### config.mk
export PLATFORM = sky130hd
export DESIGN_NAME = montgomery_modexp_ctrl
export DESIGN_NICKNAME = d
export VERILOG_FILES = /design/src/rtl/montgomery_modexp_ctrl.sv
export SDC_FILE = /design/constraint.sdc
export NUM_CORES = 1
export LEC_CHECK = 0
export BUFFER_PORTS_ARGS = -buffer_cell sky130_fd_sc_hd__buf_2
export CAP_MARGIN = 40
export CORE_MARGIN = 4
export CORE_UTILIZATION = 44
export CTS_BUF_LIST = sky130_fd_sc_hd__clkbuf_8
export CTS_CLUSTER_SIZE = 20
export DETAILED_ROUTE_END_ITERATION = 8
export PLACE_DENSITY = 0.76
export SETUP_SLACK_MARGIN = 0.1
export SYNTH_ARGS = -nofsm -noshare
export SYNTH_HDL_FRONTEND = slang
export SYNTH_SLANG_ARGS = --single-unit
### constraint.sdc
create_clock -name clk -period 2.5 [get_ports clk]
set_input_delay 0.125 -clock clk [delete_from_list [all_inputs] [get_ports clk]]
set_output_delay 0.125 -clock clk [all_outputs]
set_load 0.02 [all_outputs]
### src/rtl/montgomery_modexp_ctrl.sv
// -----------------------------------------------------------------------------
// montgomery_modexp_ctrl
//
// Modular-exponentiation sequencer for the Montgomery domain (N = 2^64-15,
// R = 2^64). It computes result_bar = base_bar^exp using left-to-right
// square-and-multiply. It drives one external montgomery_mul with at most one
// operation in flight.
//
// Optional build macro:
//   MODEXP_SKIP_LZ_EN - skip the leading zeros of exp on accept. acc starts at
//                       base_bar, and the scan starts just below the leading
//                       one. Results are unchanged; only latency differs.
//
// Ports:
//   clk, rst_n      clock (rising edge), asynchronous active-low reset
//   base_bar, exp   operands (base already in Montgomery form)
//   taken/ready_in  upstream operand handshake
//   result_bar      result in Montgomery form, valid while ready_out is high
//   ready_out/given downstream result handshake
//   mul_a_bar, mul_b_bar, mul_taken, mul_ready_in    multiplier issue port
//   mul_out_bar, mul_ready_out, mul_given            multiplier result port
// -----------------------------------------------------------------------------
module montgomery_modexp_ctrl #(
   parameter int          EXP_W     = 64,
   parameter logic [63:0] ONE_BAR   = 64'h0F,
   parameter int          FLUSH_CYC = 8
) (
   input  logic             clk,
   input  logic             rst_n,
   input  logic [63:0]      base_bar,
   input  logic [EXP_W-1:0] exp,
   input  logic             taken,
   output logic             ready_in,
   output logic [63:0]      result_bar,
   output logic             ready_out,
   input  logic             given,
   output logic [63:0]      mul_a_bar,
   output logic [63:0]      mul_b_bar,
   output logic             mul_taken,
   input  logic             mul_ready_in,
   input  logic [63:0]      mul_out_bar,
   input  logic             mul_ready_out,
   output logic             mul_given
);

   localparam int IDX_W = (EXP_W > 1) ? $clog2(EXP_W) : 1;
   localparam int FC_W  = (FLUSH_CYC > 1) ? $clog2(FLUSH_CYC) : 1;

   typedef enum logic [2:0] {
      FLUSH,
      IDLE,
      SQR_ISSUE,
      SQR_WAIT,
      MUL_ISSUE,
      MUL_WAIT,
      DONE
   } state_t;

   state_t           state;
   logic [63:0]      acc;
   logic [63:0]      base_r;
   logic [EXP_W-1:0] exp_r;
   logic [IDX_W-1:0] idx;
   logic [FC_W-1:0]  flush_cnt;
   logic [63:0]      op_a;
   logic [63:0]      op_b;

   logic             accept;
   state_t           ld_state;
   logic [63:0]      ld_acc;
   logic [IDX_W-1:0] ld_idx;

   // Handshakes are decoded from the registered state.
   assign ready_in   = (state == IDLE) || ((state == DONE) && given);
   assign accept     = ready_in && taken;
   assign ready_out  = (state == DONE);
   assign result_bar = acc;
   assign mul_a_bar  = op_a;
   assign mul_b_bar  = op_b;
   assign mul_taken  = ((state == SQR_ISSUE) || (state == MUL_ISSUE)) && mul_ready_in;
   // FLUSH pops whatever the un-reset multiplier still holds.
   assign mul_given  = ((state == FLUSH) || (state == SQR_WAIT) || (state == MUL_WAIT))
                       && mul_ready_out;

`ifdef MODEXP_SKIP_LZ_EN
   logic [IDX_W-1:0] lead_pos;

   // Index of the most significant set bit of exp (0 when exp is 0).
   always_comb begin
      lead_pos = '0;
      for (int unsigned i = 0; i < EXP_W; i++) begin
         if (exp[i]) lead_pos = IDX_W'(i);
      end
   end

   // The leading one's square-and-multiply collapses to acc = base.
   always_comb begin
      ld_state = SQR_ISSUE;
      ld_acc   = base_bar;
      ld_idx   = lead_pos - 1'b1;
      if (exp == '0) begin
         ld_state = DONE;
         ld_acc   = ONE_BAR;
         ld_idx   = '0;
      end else if (lead_pos == '0) begin
         ld_state = DONE;
         ld_idx   = '0;
      end
   end
`else
   always_comb begin
      ld_state = SQR_ISSUE;
      ld_acc   = ONE_BAR;
      ld_idx   = IDX_W'(EXP_W - 1);
   end
`endif

   // Operands are registered. They are loaded on the transition into an
   // ISSUE state from the value that acc takes on that same edge.
   always_ff @(posedge clk or negedge rst_n) begin
      if (!rst_n) begin
         state     <= FLUSH;
         acc       <= '0;
         base_r    <= '0;
         exp_r     <= '0;
         idx       <= '0;
         flush_cnt <= '0;
         op_a      <= '0;
         op_b      <= '0;
      end else if (accept) begin
         state  <= ld_state;
         acc    <= ld_acc;
         op_a   <= ld_acc;
         op_b   <= ld_acc;
         idx    <= ld_idx;
         base_r <= base_bar;
         exp_r  <= exp;
      end else begin
         unique case (state)
            FLUSH: begin
               if (flush_cnt == FC_W'(FLUSH_CYC - 1)) begin
                  flush_cnt <= '0;
                  state     <= IDLE;
               end else begin
                  flush_cnt <= flush_cnt + 1'b1;
               end
            end
            IDLE: ;
            SQR_ISSUE: begin
               if (mul_ready_in) state <= SQR_WAIT;
            end
            MUL_ISSUE: begin
               if (mul_ready_in) state <= MUL_WAIT;
            end
            SQR_WAIT: begin
               if (mul_ready_out) begin
                  acc <= mul_out_bar;
                  if (exp_r[idx]) begin
                     state <= MUL_ISSUE;
                     op_a  <= mul_out_bar;
                     op_b  <= base_r;
                  end else if (idx != '0) begin
                     idx   <= idx - 1'b1;
                     state <= SQR_ISSUE;
                     op_a  <= mul_out_bar;
                     op_b  <= mul_out_bar;
                  end else begin
                     state <= DONE;
                  end
               end
            end
            MUL_WAIT: begin
               if (mul_ready_out) begin
                  acc <= mul_out_bar;
                  if (idx != '0) begin
                     idx   <= idx - 1'b1;
                     state <= SQR_ISSUE;
                     op_a  <= mul_out_bar;
                     op_b  <= mul_out_bar;
                  end else begin
                     state <= DONE;
                  end
               end
            end
            DONE: begin
               if (given) state <= IDLE;
            end
            default: state <= FLUSH;
         endcase
      end
   end

endmodule

==> run_results.csv, run 1 <==
group,metric,value,unit
die,die_w,197,um
cells_and_area,final_nets,2541,
timing,grt_setup_unrepaired,"yes",
placed_design,dpl.cell_count,2515,
synth,syn_area,0.0157,mm2
routing,via_count,15700,
clock_network,clock_latency,0.66,ns
synth,netlist_instances,1741,
placed_design,placed_cell_area,0.0184,mm2
worst_setup_path,critPathLaunch,"idx[0]$_DFFE_PN0P_",
timing,layout_min_cycle_time,2.63,ns
die,rows,68,
timing,worstMarginPinSlew,0.777,ns
synth,synth_edf_count,0,
synth,synthFlopType,"dfrtp_1",
timing,setup_viol,129,
synth,synth_common_cells,"nand2_1 (635), dfrtp_1 (332), mux2i_1 (145)",
synth,ys_types,51,
clock_network,cts.sinks,332,
die,start_util,0.451,
worst_setup_path,end_kind,"flop",
pwr,power,30.2,mW
cells_and_area,stdcell_area,0.0227,mm2
cells_and_area,drive_gt1_frac,0.276,
placed_design,gp_congestion,0.886,
synth,synth.largest_area_cell,"dfrtp_1",
grt,grt_pass1_vias,15700,
min_path,hold_class,"in2async",
synth,ys_seq_area_frac,0.528,
clock_network,cts_made_buffers,56,
timing,maxSlewHeadroom,0.480,
routing,antenna_left,0,
cells_and_area,final_core_util,0.649,
routing,wire_per_inst,20.4,um
clock_network,root_buffer,"clkbuf_8",
synth,yosys_register_bits,332,
grt,grt_pass1_wl,85000,um
synth,synth.top_cell.area_share,0.528,
clock_network,cts_tree,"yes",
worst_setup_path,timing.rr.start,"idx[0]$_DFFE_PN0P_",
worst_setup_path,path_cells,"buf_6, buf_12, mux4_2, mux2i_4, o22ai_4, o31ai_4, a21oi_4, buf_12, buf_16, mux2i_2",
synth,synth.area.top_cells,"dfrtp_1 (53%), nand2_1 (15%), mux2i_1 (9.2%), nand3_1 (3.9%), o211ai_1 (2.9%)",
timing,max_clock_freq,380,MHz
grt,grt_overflow,0,
routing,wl,58100,um
grt,antenna_found_initial,5,
outcome,violations,"negative setup slack",
grt,grt_max_degree,105,
cells_and_area,area_delta_synth_final,44.0,%
pwr,p_per_area,1330,mW/mm2
timing,fin_worst_skew,0.0228,ns
synth,yosysWarnings,0,
placed_design,dp_slack,-0.149,ns
placed_design,hpwlAfterDp,33000,um
routing,firstDrtPassIters,5,
routing,remaining_drc_errors,0,
placed_design,io_buffers,393,
routing,routed_via_density,5.51,
worst_setup_path,crit_slowest_cell,"mux4_2",
grt,track_usage,0.272,
timing,slew_violations,0,
synth,async_flop_share,1.00,
pwr,peakVddDrop,884,uV
cells_and_area,stdcell_count,2846,
synth,syn_avg_cell_area,9.03,um2
cells_and_area,fillers,2561,
timing,finalHoldViolCount,0,
worst_setup_path,path_class,"reg2reg",
die,die-height,197,um
die,io_pins,394,
worst_setup_path,crit_top_cell,"buf_12",
routing,drt_iter0_markers,1381,
worst_setup_path,arrival,3.19,ns
clock_network,cts.htree.levels,2,
clock_network,path_clk_slew,0.07,ns
synth,yosysMostFrequentCell,"nand2_1",
timing,final.setup.tns,-9.47,ns
die,core_area,0.0349,mm2
timing,period_share,1.05,
timing,timing.hold.ws,0.0626,ns
die,dieArea,0.0388,mm2
outcome,status,"finished with violations",
pwr,leakage,11.9,nW
clock_network,cts_buffer_depth,3,
worst_setup_path,cp.required,3.05,ns
job,maxCapViolCount,0,
worst_setup_path,crit_path_start_kind,"flop",
worst_setup_path,cp_max_fo,9,
worst_setup_path,max_stage_delay,0.53,ns
synth,syn-num-nets,1943,
timing,setup_slack,-0.133,ns
## final timing paths
check	endpoint	slack, ns	depth (start not counted)
max	mul_a_bar[18]$_DFFE_PN0P_	-0.13	10
min	base_r[20]$_DFFE_PN0P_	0.06	2
max reg2reg	mul_a_bar[18]$_DFFE_PN0P_	-0.13	10
min reg2reg	base_r[54]$_DFFE_PN0P_	0.47	2
max in group asynchronous	result_bar[20]$_DFFE_PN0P_	1.57	4
min in group clk	base_r[1]$_DFFE_PN0P_	0.17	4
## where the power goes
group          internal, mW  switching [mW]  total (mW)
Clock                  3.27            2.35        5.62
Sequential             7.78            1.64        9.42
Combinational          5.97            9.16        15.1
## cell type report
cell class | count | area (um2) | share of cell area
flip-flops and latches | 332 | 8310 | 0.367
multi-input cells | 1208 | 6950 | 0.307
repair buffers | 670 | 5220 | 0.230
clock buffers | 77 | 1060 | 0.0468
well taps | 455 | 569 | 0.0251
clock inverters | 29 | 267 | 0.0118
inverters | 71 | 267 | 0.0118
diodes | 4 | 10.0 | 0.000442
## cell usage in the layout, fill, tap and decap left out, types with 4 or more instances in the layout
| cell | count |
|---|---|
| mux2i_2 | 9 |
| buf_2 | 392 |
| inv_1 | 79 |
| clkinv_2 | 14 |
| dlygate4sd3_1 | 193 |
| mux4_2 | 7 |
| nand2_1 | 631 |
| mux2i_4 | 4 |
| mux2i_1 | 132 |
| bufinv_16 | 5 |
| mux4_1 | 5 |
| nand3_1 | 121 |
| buf_16 | 4 |
| dfrtp_1 | 329 |
| buf_4 | 33 |
| nor2_1 | 75 |
| diode_2 | 4 |
| o21ai_1 | 22 |
| o21ai_0 | 33 |
| clkbuf_8 | 77 |
| a21oi_1 | 8 |
| clkbuf_16 | 9 |
| nor2b_1 | 5 |
| o211ai_1 | 61 |
| ha_1 | 4 |
| buf_6 | 6 |
| buf_12 | 29 |
| nor3_1 | 13 |
| o21ai_2 | 19 |
## cells by family after synthesis
| kind of cell | after synthesis | synth area share |
|---|---|---|
| flops | 332 | 0.528 |
| mux | 159 | 0.112 |
| compound gates | 171 | 0.0715 |
| simple gates | 874 | 0.224 |
| buf+inv | 201 | 0.0603 |
| fa+ha+maj | 4 | 0.00318 |
## registers in the layout (all words and copies together) (netlist names)
register and flops:
result_bar 64, mul_a_bar 64, idx 6, base_r 64
mul_b_bar 64, flush_cnt 3, state 3, exp_r 64
## timing repair
item                                   CTS  global route
setup buffers                            3             9
gates resized for setup                 50            91
cloned                                   3            13
setup endpoints to repair              137           138
hold buffers                           193             0
endpoints found under the hold margin  620             0
pin swaps                                9            41
## routing by layer
layer  global-route usage  routed length (um)
met2                0.447               28000
met1                0.337               21700
met4                0.150                3200
met5                    0                  13
met3               0.0590                5270
## worst max-delay path: cells and delay by family, from the launching register on
| kind | cells | cell delay, ns |
|---|---|---|
| buf+inv | 4 | 0.61 |
| compound gates | 3 | 0.55 |
| mux | 3 | 0.97 |
| flops | 1 | 0.37 |
Note: power is estimated with default switching activity, not from simulation.
==> inputs of run 2 (changes only) <==
BUFFER_PORTS_ARGS = -buffer_cell sky130_fd_sc_hd__buf_4   (was -buffer_cell sky130_fd_sc_hd__buf_2)
PLACE_DENSITY = 0.77   (was 0.76)
==> run_results.csv, run 2 (synthesis results as in run 1) <==
group,metric,value,unit
outcome,status,"finished with violations",
outcome,violations,"negative setup slack",
routing,via_count,15100,
cells_and_area,layout_commonest_cell,"nand2_1",
routing,firstDrtPassIters,5,
timing,setup_viol,28,
die,io_pins,394,
clock_network,cts_buffer_depth,3,
die,die-height,197,um
timing,worstMarginPinSlew,0.813,ns
routing,routed_via_density,5.35,
pwr,peakVddDrop,983,uV
routing,remaining_drc_errors,0,
clock_network,cts.sinks,332,
clock_network,cts_made_buffers,56,
cells_and_area,drive_gt1_frac,0.249,
timing,slew_violations,0,
die,die_w,197,um
placed_design,io_buffers,393,
cells_and_area,final_nets,2518,
grt,grt_pass1_wl,84100,um
grt,antenna_found_initial,3,
timing,period_share,1.02,
clock_network,clock_latency,0.60,ns
worst_setup_path,crit_path_start_kind,"flop",
timing,fin_worst_skew,0.0207,ns
routing,drt_iter0_markers,1182,
worst_setup_path,r2r_slack,-0.05,ns
timing,finalHoldViolCount,0,
clock_network,root_buffer,"clkbuf_8",
clock_network,cts_tree,"yes",
routing,antenna_left,0,
worst_setup_path,arrival,3.02,ns
min_path,hold_class,"in2async",
placed_design,hpwlAfterDp,32800,um
die,core_area,0.0349,mm2
worst_setup_path,r2r_cells,9,
routing,wire_per_inst,19.5,um
timing,layout_min_cycle_time,2.55,ns
cells_and_area,area_delta_synth_final,45.2,%
timing,setup_slack,-0.0539,ns
grt,grt_pass1_vias,15400,
grt,grt_max_degree,141,
pwr,p_per_area,1260,mW/mm2
placed_design,gp_congestion,0.894,
timing,max_clock_freq,392,MHz
job,maxCapViolCount,0,
die,dieArea,0.0388,mm2
timing,final.setup.tns,-0.450,ns
worst_setup_path,cp_max_fo,12,
timing,maxSlewHeadroom,0.458,
clock_network,path_clk_slew,0.06,ns
worst_setup_path,path_class,"reg2reg",
worst_setup_path,cp.required,2.96,ns
placed_design,dp_slack,-0.0515,ns
timing,grt_setup_unrepaired,"yes",
cells_and_area,layout_common_cells,"nand2_1 (632), buf_4 (416), dfrtp_1 (329), dlygate4sd3_1 (194), mux2i_1 (134)",
clock_network,cts.htree.levels,2,
pwr,leakage,11.9,nW
routing,wl,54700,um
grt,track_usage,0.269,
die,rows,68,
grt,grt_overflow,0,
die,start_util,0.451,
worst_setup_path,end_kind,"flop",
[run 2: per-layer routing]
layer,global-route usage,vias to the layer above,wire length [um]
met2,0.450,704,27000
met3,0.0633,157,4360
li1,-,6899,-
met4,0.114,2,2180
met1,0.337,7291,21200
met5,0,-,8
[run 2: where the power goes]
part           leakage [nW]  internal (mW)  total, mW  switching, mW
clock                 0.643           2.59       4.78           2.19
combinational          7.11           6.21       14.5           8.29
sequential             4.16           7.78       9.44           1.66
[run 2: path summary, 6_finish.rpt]
check	end	startpoint
max in group asynchronous	result_bar[35]$_DFFE_PN0P_	rst_n
worst max register to register	mul_b_bar[57]$_DFFE_PN0P_	idx[3]$_DFFE_PN0P_
worst min-delay path	base_r[14]$_DFFE_PN0P_	rst_n
min in group clk	state[0]$_DFFE_PN0P_	mul_ready_out
worst max-delay path	mul_b_bar[57]$_DFFE_PN0P_	idx[3]$_DFFE_PN0P_
worst min register to register	base_r[15]$_DFFE_PN0P_	base_r[15]$_DFFE_PN0P_
[run 2: through the flow]
step / hold WS (ns) / total power [mW] / utilization / std cells / area [um2]
floorplan: -0.171 / 16.5 / - / 1741 / 15700
CTS: 0.160 / 27.9 / 0.649 / 2804 / 22600
finish: 0.148 / 28.7 / 0.655 / 2812 / 22800
global placement: 0.217 / 21.4 / 0.553 / 2506 / 19300
detailed placement: 0.223 / 21.8 / 0.553 / 2506 / 19300
global route: 0.173 / 30.3 / 0.655 / 2811 / 22800
[run 2: area by class of cell]
type / count / area (um2)
Fill cell: 2613 / 12000
Sequential cell: 332 / 8310
Multi-Input combinational cell: 1208 / 6760
Timing Repair Buffer: 647 / 5840
Clock buffer: 70 / 963
Tap cell: 455 / 569
Inverter: 71 / 267
Clock inverter: 26 / 130
Antenna cell: 3 / 7.51
[run 2: repair_timing]
| action | CTS | global route |
|---|---|---|
| pin swaps | 5 | 8 |
| endpoints found under the setup margin | 136 | 137 |
| gates resized for setup | 24 | 66 |
| endpoints found under the hold margin | 399 | 0 |
| setup buffers | 4 | 3 |
| hold buffers | 194 | 0 |
| gates cloned | 4 | 2 |
[run 2: critical path, cell delays in order (launching register included)]
cell	delay (ns)
dfrtp_2	0.45
or3b_4	0.44
o221ai_4	0.25
o32ai_2	0.11
buf_4	0.16
o31a_4	0.38
buf_4	0.17
clkbuf_16	0.17
o21ai_0	0.16
o211ai_1	0.11
